File: config.mk
export PLATFORM = sky130hd
export DESIGN_NAME = module_branch_predictor
export DESIGN_NICKNAME = d
export VERILOG_FILES = /design/src/rtl/bp_pkg.sv /design/src/rtl/module_sat_counter.sv /design/src/rtl/module_branch_predictor.sv
export SDC_FILE = /design/constraint.sdc
export NUM_CORES = 2
export LEC_CHECK = 0
export CAP_MARGIN = 20
export CORE_ASPECT_RATIO = 1.25
export CORE_UTILIZATION = 57
export CTS_CLUSTER_DIAMETER = 40
export CTS_CLUSTER_SIZE = 16
export DETAILED_ROUTE_END_ITERATION = 6
export PLACE_DENSITY = 0.76
export SKIP_LAST_GASP = 1
export SLEW_MARGIN = 20
export SYNTH_ARGS = -nofsm -noshare
export SYNTH_HDL_FRONTEND = slang
export SYNTH_HIERARCHICAL = 1
export SYNTH_SLANG_ARGS = --single-unit
File: constraint.sdc
create_clock -name clk_i -period 8.6 [get_ports clk_i]
set_clock_uncertainty 0.1 [all_clocks]
set_input_delay 1.72 -clock clk_i [delete_from_list [all_inputs] [get_ports clk_i]]
set_output_delay 1.72 -clock clk_i [all_outputs]
set_load 0.05 [all_outputs]
File: src/rtl/bp_pkg.sv
// bp_pkg: shared types, counter encodings and the 2-bit counter next-state function
package bp_pkg;
    typedef logic [1:0] ctr2_t;
    localparam ctr2_t CTR_SNT = 2'b00;
    localparam ctr2_t CTR_WNT = 2'b01;
    localparam ctr2_t CTR_WT  = 2'b10;
    localparam ctr2_t CTR_ST  = 2'b11;
    localparam int TAG_W_MAX = 32;
    // Tags are held zero-extended so the entry type does not depend on TAG_W
    typedef struct packed {
        logic                 valid;
        logic [TAG_W_MAX-1:0] tag;
        ctr2_t                ctr;
        logic [31:0]          target;
    } btb_entry_t;
    function automatic ctr2_t ctr_next(ctr2_t c, logic taken);
        return taken ? ((c == CTR_ST) ? c : c + 2'd1) : ((c == CTR_SNT) ? c : c - 2'd1);
    endfunction
endpackage

File: src/rtl/module_sat_counter.sv
// module_sat_counter: per-entry 2-bit saturating counter, async reset to weakly not-taken
module module_sat_counter
    import bp_pkg::*;
(
    input  logic       clk_i,
    input  logic       rst_n_i,
    input  logic       en_i,
    input  logic       load_i,
    input  logic       taken_i,
    output logic [1:0] ctr_o
);
    always_ff @(posedge clk_i or negedge rst_n_i)
        if (!rst_n_i)
            ctr_o <= CTR_WNT;
        else if (en_i)
            ctr_o <= load_i ? CTR_WT : ctr_next(ctr_o, taken_i);
endmodule

File: src/rtl/module_branch_predictor.sv
// module_branch_predictor: direct-mapped BTB with 2-bit counters, combinational lookup,
// Execute-stage training and saturating branch/mispredict statistics
module module_branch_predictor
    import bp_pkg::*;
#(
    parameter int ENTRIES = 64,
    parameter int TAG_W   = 8
) (
    input  logic        clk_i,
    input  logic        rst_n_i,
    input  logic [31:0] pcf_i,
    output logic        predictionf_o,
    output logic [31:0] targetf_o,
    input  logic        update_en_i,
    input  logic [31:0] pce_i,
    input  logic        pcsrce_i,
    input  logic [31:0] pctargete_i,
    input  logic        predictione_i,
    output logic        mispredict_o,
    output logic [31:0] branch_count_o,
    output logic [31:0] mispredict_count_o
);
    localparam int IDX_W = $clog2(ENTRIES);
    localparam logic [31:0] TAG_MASK = (32'd1 << TAG_W) - 32'd1;

    function automatic logic [IDX_W-1:0] idx_of(logic [31:0] pc);
        return IDX_W'(pc >> 2);
    endfunction

    function automatic logic [TAG_W_MAX-1:0] tag_of(logic [31:0] pc);
        return (pc >> (IDX_W + 2)) & TAG_MASK;
    endfunction

    logic                 valid_q  [ENTRIES];
    logic [TAG_W_MAX-1:0] tag_q    [ENTRIES];
    logic [31:0]          target_q [ENTRIES];
    logic [1:0]           ctr_q    [ENTRIES];
    logic [31:0]          branch_cnt_q, mis_cnt_q;

    logic [IDX_W-1:0] idx_f, idx_e;
    btb_entry_t       ent_f, ent_e;
    logic             hit_f, hit_e, train_taken;

    assign idx_f = idx_of(pcf_i);
    assign idx_e = idx_of(pce_i);
    assign ent_f = '{valid: valid_q[idx_f], tag: tag_q[idx_f], ctr: ctr_q[idx_f], target: target_q[idx_f]};
    assign ent_e = '{valid: valid_q[idx_e], tag: tag_q[idx_e], ctr: ctr_q[idx_e], target: target_q[idx_e]};
    assign hit_f = ent_f.valid && (ent_f.tag == tag_of(pcf_i));
    assign hit_e = ent_e.valid && (ent_e.tag == tag_of(pce_i));

    // Lookup reads the registered arrays only, so a same-cycle update is not bypassed
    assign predictionf_o = hit_f & ent_f.ctr[1];
    assign targetf_o     = hit_f ? ent_f.target : 32'h0;

    assign train_taken        = update_en_i & pcsrce_i;
    assign mispredict_o       = update_en_i & (pcsrce_i ^ predictione_i);
    assign branch_count_o     = branch_cnt_q;
    assign mispredict_count_o = mis_cnt_q;

    always_ff @(posedge clk_i or negedge rst_n_i)
        if (!rst_n_i) begin
            for (int i = 0; i < ENTRIES; i++) begin
                valid_q[i]  <= 1'b0;
                tag_q[i]    <= '0;
                target_q[i] <= '0;
            end
        end else if (train_taken) begin
            valid_q[idx_e]  <= 1'b1;
            tag_q[idx_e]    <= tag_of(pce_i);
            target_q[idx_e] <= pctargete_i;
        end

    // A not-taken miss leaves the entry alone; a taken miss reloads the counter to weakly taken
    for (genvar g = 0; g < ENTRIES; g++) begin : g_ctr
        module_sat_counter u_ctr (
            .clk_i  (clk_i),
            .rst_n_i(rst_n_i),
            .en_i   (update_en_i && (idx_e == IDX_W'(g)) && (hit_e || pcsrce_i)),
            .load_i (!hit_e),
            .taken_i(pcsrce_i),
            .ctr_o  (ctr_q[g])
        );
    end

    always_ff @(posedge clk_i or negedge rst_n_i)
        if (!rst_n_i) begin
            branch_cnt_q <= '0;
            mis_cnt_q    <= '0;
        end else begin
            if (update_en_i && branch_cnt_q != '1)
                branch_cnt_q <= branch_cnt_q + 32'd1;
            if (mispredict_o && mis_cnt_q != '1)
                mis_cnt_q <= mis_cnt_q + 32'd1;
        end
endmodule

# [Word level (Yosys, flattened, before mapping)]
# Cells that the tools add are included.
[word_totals] ff_bits=4352 latch_bits=0 mem_bits_rw=0 mem_bits_ro=0 inputBits=101 memories=0
[classes] add_sub_neg=130 mul=0 n_div=0 n_lt_le_gt_ge=3 n_eq_ne=259 shift=0 mux=281 bitwise=7 reduce_logical=263
[ops] operator="$bwmux 2048" n=2
[ops] operator="$bmux 32 s6" n=3
[ops] operator="$mux 2" n=258
[ops] operator="$ne 3x3->1 const B" n=128
[ops] operator="$mux 32" n=8
[ops] operator="$demux 32 s6" n=1
[ops] operator="$eq 6x6->1 const B" n=32
[ops] operator="$reduce_and 3->1" n=64
[ops] operator="$logic_and 1x1->1" n=133
[ops] operator="$add 2x1->2 const B" n=64
[ops] operator="$eq 2x2->1 const B" n=64
[ops] operator="$logic_not 2->1" n=64
[ops] operator="$sub 2x1->2 const B" n=64
[ops] operator="$eq 6x5->1 const B" n=16
[ops] operator="$add 32x1->32 const B" n=2
[ops] operator="$eq 32x8->1" n=2
[ops] operator="$ne 32x32->1 const B" n=2
[ops] operator="$or 64x64->64" n=1
[ops] operator="$eq 6x4->1 const B" n=8
[ops] operator="$eq 6x3->1 const B" n=4
[ops] operator="$ge 7x7->1 const B" n=2
[ops] operator="$not 6->7" n=2
[ops] operator="$bmux 1 s6" n=2
[ops] operator="$bmux 2 s6" n=1
[ops] operator="other kinds (9)" n=16

# [Depth between registers and ports, before layout]
[logic_depth] ltp_word=9 ltp_mapped=18

# [Cells and area by module]
# The synthesis kept the hierarchy.
[modules_own_cells] module="module_branch_predictor" instances=1 cells_each=7925 area_per_inst_um2=126806.6 seq_area_each_um2=67264.5
[modules_own_cells] module="module_sat_counter (g_ctr[0].u_ctr ...)" instances=63 cells_each=11 area_per_inst_um2=107.6 seq_area_each_um2=51.3
[modules_own_cells] module="module_sat_counter (g_ctr[9].u_ctr)" instances=1 cells_each=12 area_per_inst_um2=103.8 seq_area_each_um2=51.3

# [Least setup slack after synthesis]
# No wires, ideal clock.
[synth_timing] kind="input port to flip-flop" from="input port pce_i[5]" to="register g_ctr[10].u_ctr.ctr_o[1]" arrival_ns=10.280 t_required_ns=8.342 setup_slack_ns=-1.938 path_stages=14 path_buffers=4 path_cell_list="buf_2 -> buf_2 -> buf_2 -> buf_2 -> mux4_2 -> mux2_2 -> a22oi_1 -> nand3_1 -> xor2_1 -> o31ai_2 -> nand4_1 -> or4b_1 -> o21ai_1 -> nor2_1"
[synth_via] elab_chain_cells=9
[synth_rtl] element="start: declaration" line_no="module_branch_predictor.sv:15" rtl="input logic [31:0] pce_i,"
[synth_rtl] element="parallel branches: the longest is 9 deep, another holds $bmux 32 s6"
[synth_rtl] element="end signal: assignment" line_no="module_sat_counter.sv:16" rtl="ctr_o <= load_i ? CTR_WT : ctr_next(ctr_o, taken_i);"
[synth_rtl] element="end: declaration" line_no="module_sat_counter.sv:10" rtl="output logic [1:0] ctr_o"
# Parallel ways; which one is timed is not known. The select of a mux whose other input is x is not followed.
# A chain may end at the register's enable or synchronous reset.

# [Final worst setup path]
[layout_timing] from="input port pcf_i[3]" to="output port targetf_o[24]"
[layout_via] elab_chain_cells=7
[layout_rtl] element="start: declaration" line_no="module_branch_predictor.sv:11" rtl="input logic [31:0] pcf_i,"
[layout_rtl] element="$not 6->7 (not written as such) *" line_no="module_branch_predictor.sv:46" rtl="assign ent_f = '{valid: valid_q[idx_f], tag: tag_q[idx_f], ctr: ctr_q[idx_f], target: target_q[idx_f]};"
[layout_rtl] element="$bmux 32 s6" line_no="module_branch_predictor.sv:46"
[layout_rtl] element="$mux 32 (not written as such) (2 in a row)" line_no="module_branch_predictor.sv:46"
[layout_rtl] element="$eq 32x8->1" line_no="module_branch_predictor.sv:48" rtl="assign hit_f = ent_f.valid && (ent_f.tag == tag_of(pcf_i));"
[layout_rtl] element="$logic_and 1x1->1" line_no="module_branch_predictor.sv:48"
[layout_rtl] element="$mux 32 *" line_no="module_branch_predictor.sv:53" rtl="assign targetf_o = hit_f ? ent_f.target : 32'h0;"
[layout_rtl] element="end: declaration" line_no="module_branch_predictor.sv:13" rtl="output logic [31:0] targetf_o,"
# Every way passes the cells marked *; elsewhere a longest branch is shown, timed or not. The select of a mux whose other input is x is not followed.

==> results.toml <==
[synthesis]
synth_async_sr_flop_share_pct = 100.0
synth_area_mm2 = 0.1337
yosys_register_bits = 2816
synth.avg_cell_area_um2 = 15.49
syn_inst = 8630
synth-seq-area-share_pct = 52.77
synth_edf_count = 0
yosys.cell_types.count = 65
yosys_warnings = 6
syn_nets = 8733
synth_ff_type = "dfrtp_1"

[clock_tree]
max-clock-path-buffers = 4
cts_resized = 0
postCtsSetupRepairBufs = 0
root_buffer = "clkbuf_16"
cts_hold_buf = 0
clk_pin_slew_ps = 60
cts_tree = "done"
cts-buffers-inserted = 351
clk-insertion-delay-late_ps = 900
numClockSinks = 2816
htreeDepth = 5

[timing]
hold_slack_ps = 386.4
maxSlewHeadroom_pct = 18.24
tightest_slew_ps = 1226
hold_viol_final = 0
final-setup-viol-count = 0
max_freq_mhz = 130.0
rsz0062_at_grt = "false"
finalCritPeriodShare_pct = 89.47
slew_violations = 0
min_period_ps = 7695

[critical_path]
crit_family = "buffers and inverters"
critPathLaunch = "pcf_i[3]"
crit_type = "in -> out"
critical_path_required_ps = 6780
worstPathCellList = "buf_8 -> buf_12 -> mux4_2 -> mux2i_1 -> a21oi_1 -> mux4_2 -> xnor2_1 -> nand2_1 -> nor4_4 -> buf_6 -> buf_4 -> and3_1 -> buf_12"
endpoint_kind = "output pin"
rr_worst_depth = 11
r2r-end = "g_ctr[40].u_ctr/ctr_o[1]"
reg2reg_slack_ps = 4120
startpoint_type = "input pin"
max_stage_delay_ps = 750
worstPathArrival_ps = 5870
crit_path_max_fanout = 100
critPathBufInv = 5
rr_startpoint = "tag_q[130]"
crit_slowest_cell = "buf_8"

[global_route]
grt_use_met3_pct = 6.373
track_usage_pct = 32.35
grt_pass1_vias = 85502
grt_start_max_net_pins = 200
grt_pass1_wl_um = 567100
gr-total-overflow = 0
antenna_found_initial = 20
grtUsageMet2_pct = 52.03
met1_usage_pct = 42.49
grt.busiest_layer = "met2"

[route]
dr.pass1.iters = 6
routed_wl_um = 379700
vias = 80984
detail_route.wl_per_cell_um = 31.80
drt-initial-drc-count = 8045
ant_nets = 0
drc_errors = 0
vias_per_cell = 6.783

[pwr]
ir_worst_vdd_mv = 0.2343
report.power.total_mw = 33.86
leakagePower_nw = 70.17
powerDensity_mw_per_mm2 = 224.0

[cells_and_area]
layout-drive-gt1-share_pct = 53.02
final_cells = 11940
nets = 8643
area_growth_pct = 13.06
most-common-layout-cells = "dfrtp_1 (2,752), mux2_2 (2,549), mux4_2 (964)"
final_core_util_pct = 64.91
layout_commonest_cell = "dfrtp_1"

[floorplan]
die_h_um = 543.5
dieArea_mm2 = 0.2365
initial_core_util_pct = 57.41
die_x_um = 435.2
io-pin-count = 199
core_area_mm2 = 0.2329
rows = 198

[placed_design]
dp_cells = 11286
port_buffers = 162
gp_congestion = 0.8459
hpwl_um = 213900

[hold_path]
whs_path_depth = 1
hp-class = "reg -> reg"
min-delay-start = "valid_q[30]"
worstHoldEndpoint = "valid_q[30]"

[outcome]
status = "completed"

[job]
drv_cap = 0
## registers in the layout, summed over array words and instances, names as in the netlist
signal	flops
tag_q	512
mispredict_count_o	32
branch_count_o	32
target_q	2048
g_ctr.u_ctr/ctr_o	128
valid_q	64
## cell type report
type | instances | area [um^2]
fillers | 15874 | 81720
flip-flops and latches | 2816 | 70550
multi-input cells | 4975 | 60200
clock buffers | 401 | 9425
repair buffers | 381 | 4229
well taps | 3100 | 3879
clock inverters | 243 | 2796
inverters | 15 | 56.30
diodes | 9 | 22.52
## kinds of logic after synthesis
family	after synthesis	share of synthesized area (%)
buffers and inverters	839	2.608
and+or+nand+nor	845	3.428
muxes	3631	38.59
xor gates and xnor gates	79	0.5176
DFF	2816	52.77
AOI/OAI and AO/OA	418	2.064
adders and majority gates	2	0.01872
## cell usage after synthesis (36+ instances only)
cell type,count,area (um^2)
buf_2,204,1021
nor2_1,187,701.9
nor4b_1,63,551.8
dfrtp_1,2752,68870
a21o_2,63,551.8
clkbuf_1,405,1520
or2_2,36,225.2
nand2b_1,39,244.0
xnor2_1,57,499.2
and3_1,47,294.0
dfstp_2,64,1682
nor3_1,86,430.4
o21ai_0,116,580.6
mux2_2,2549,28700
mux2i_1,118,1181
nand2_1,195,732.0
a211oi_1,75,563.0
mux4_2,964,21710
o21ai_1,63,315.3
nand3_1,63,315.3
buf_1,194,728.2
or4b_1,63,630.6
## metal layers
metal	vias to the layer above	wire length, um
li1	32449	-
met1	44099	145700
met2	3430	184100
met3	998	28810
met4	8	21030
met5	-	53
## report_power, final
part	total [mW]	switching [mW]	internal [mW]	leakage, nW
logic	3.47	1.65	1.82	26.2
registers	15.0	0.683	14.3	38.1
clock network	15.3	6.39	8.96	5.92
total	33.9	8.72	25.1	70.2
## worst max-delay path by stage
stage	endpoint	slack (ps)	cells after the start
after global routing	targetf_o[1]	850	10
after floorplan	g_ctr[10].u_ctr/ctr_o[1]	-1590	11
after CTS	targetf_o[24]	980	10
after global placement	targetf_o[22]	590	11
final	targetf_o[24]	910	13
after detailed placement	targetf_o[24]	980	12
## metrics by stage
stage | setup TNS, ps | instance area (um^2) | setup WS [ps]
floorplan | -159520 | 133800 | -1594
global placement | 0 | 138800 | 593.5
detailed placement | 0 | 138900 | 984.4
CTS | 0 | 151100 | 984.5
global route | 0 | 151100 | 854.2
finish | 0 | 151200 | 905.2
(Power assumes the default switching activity.)
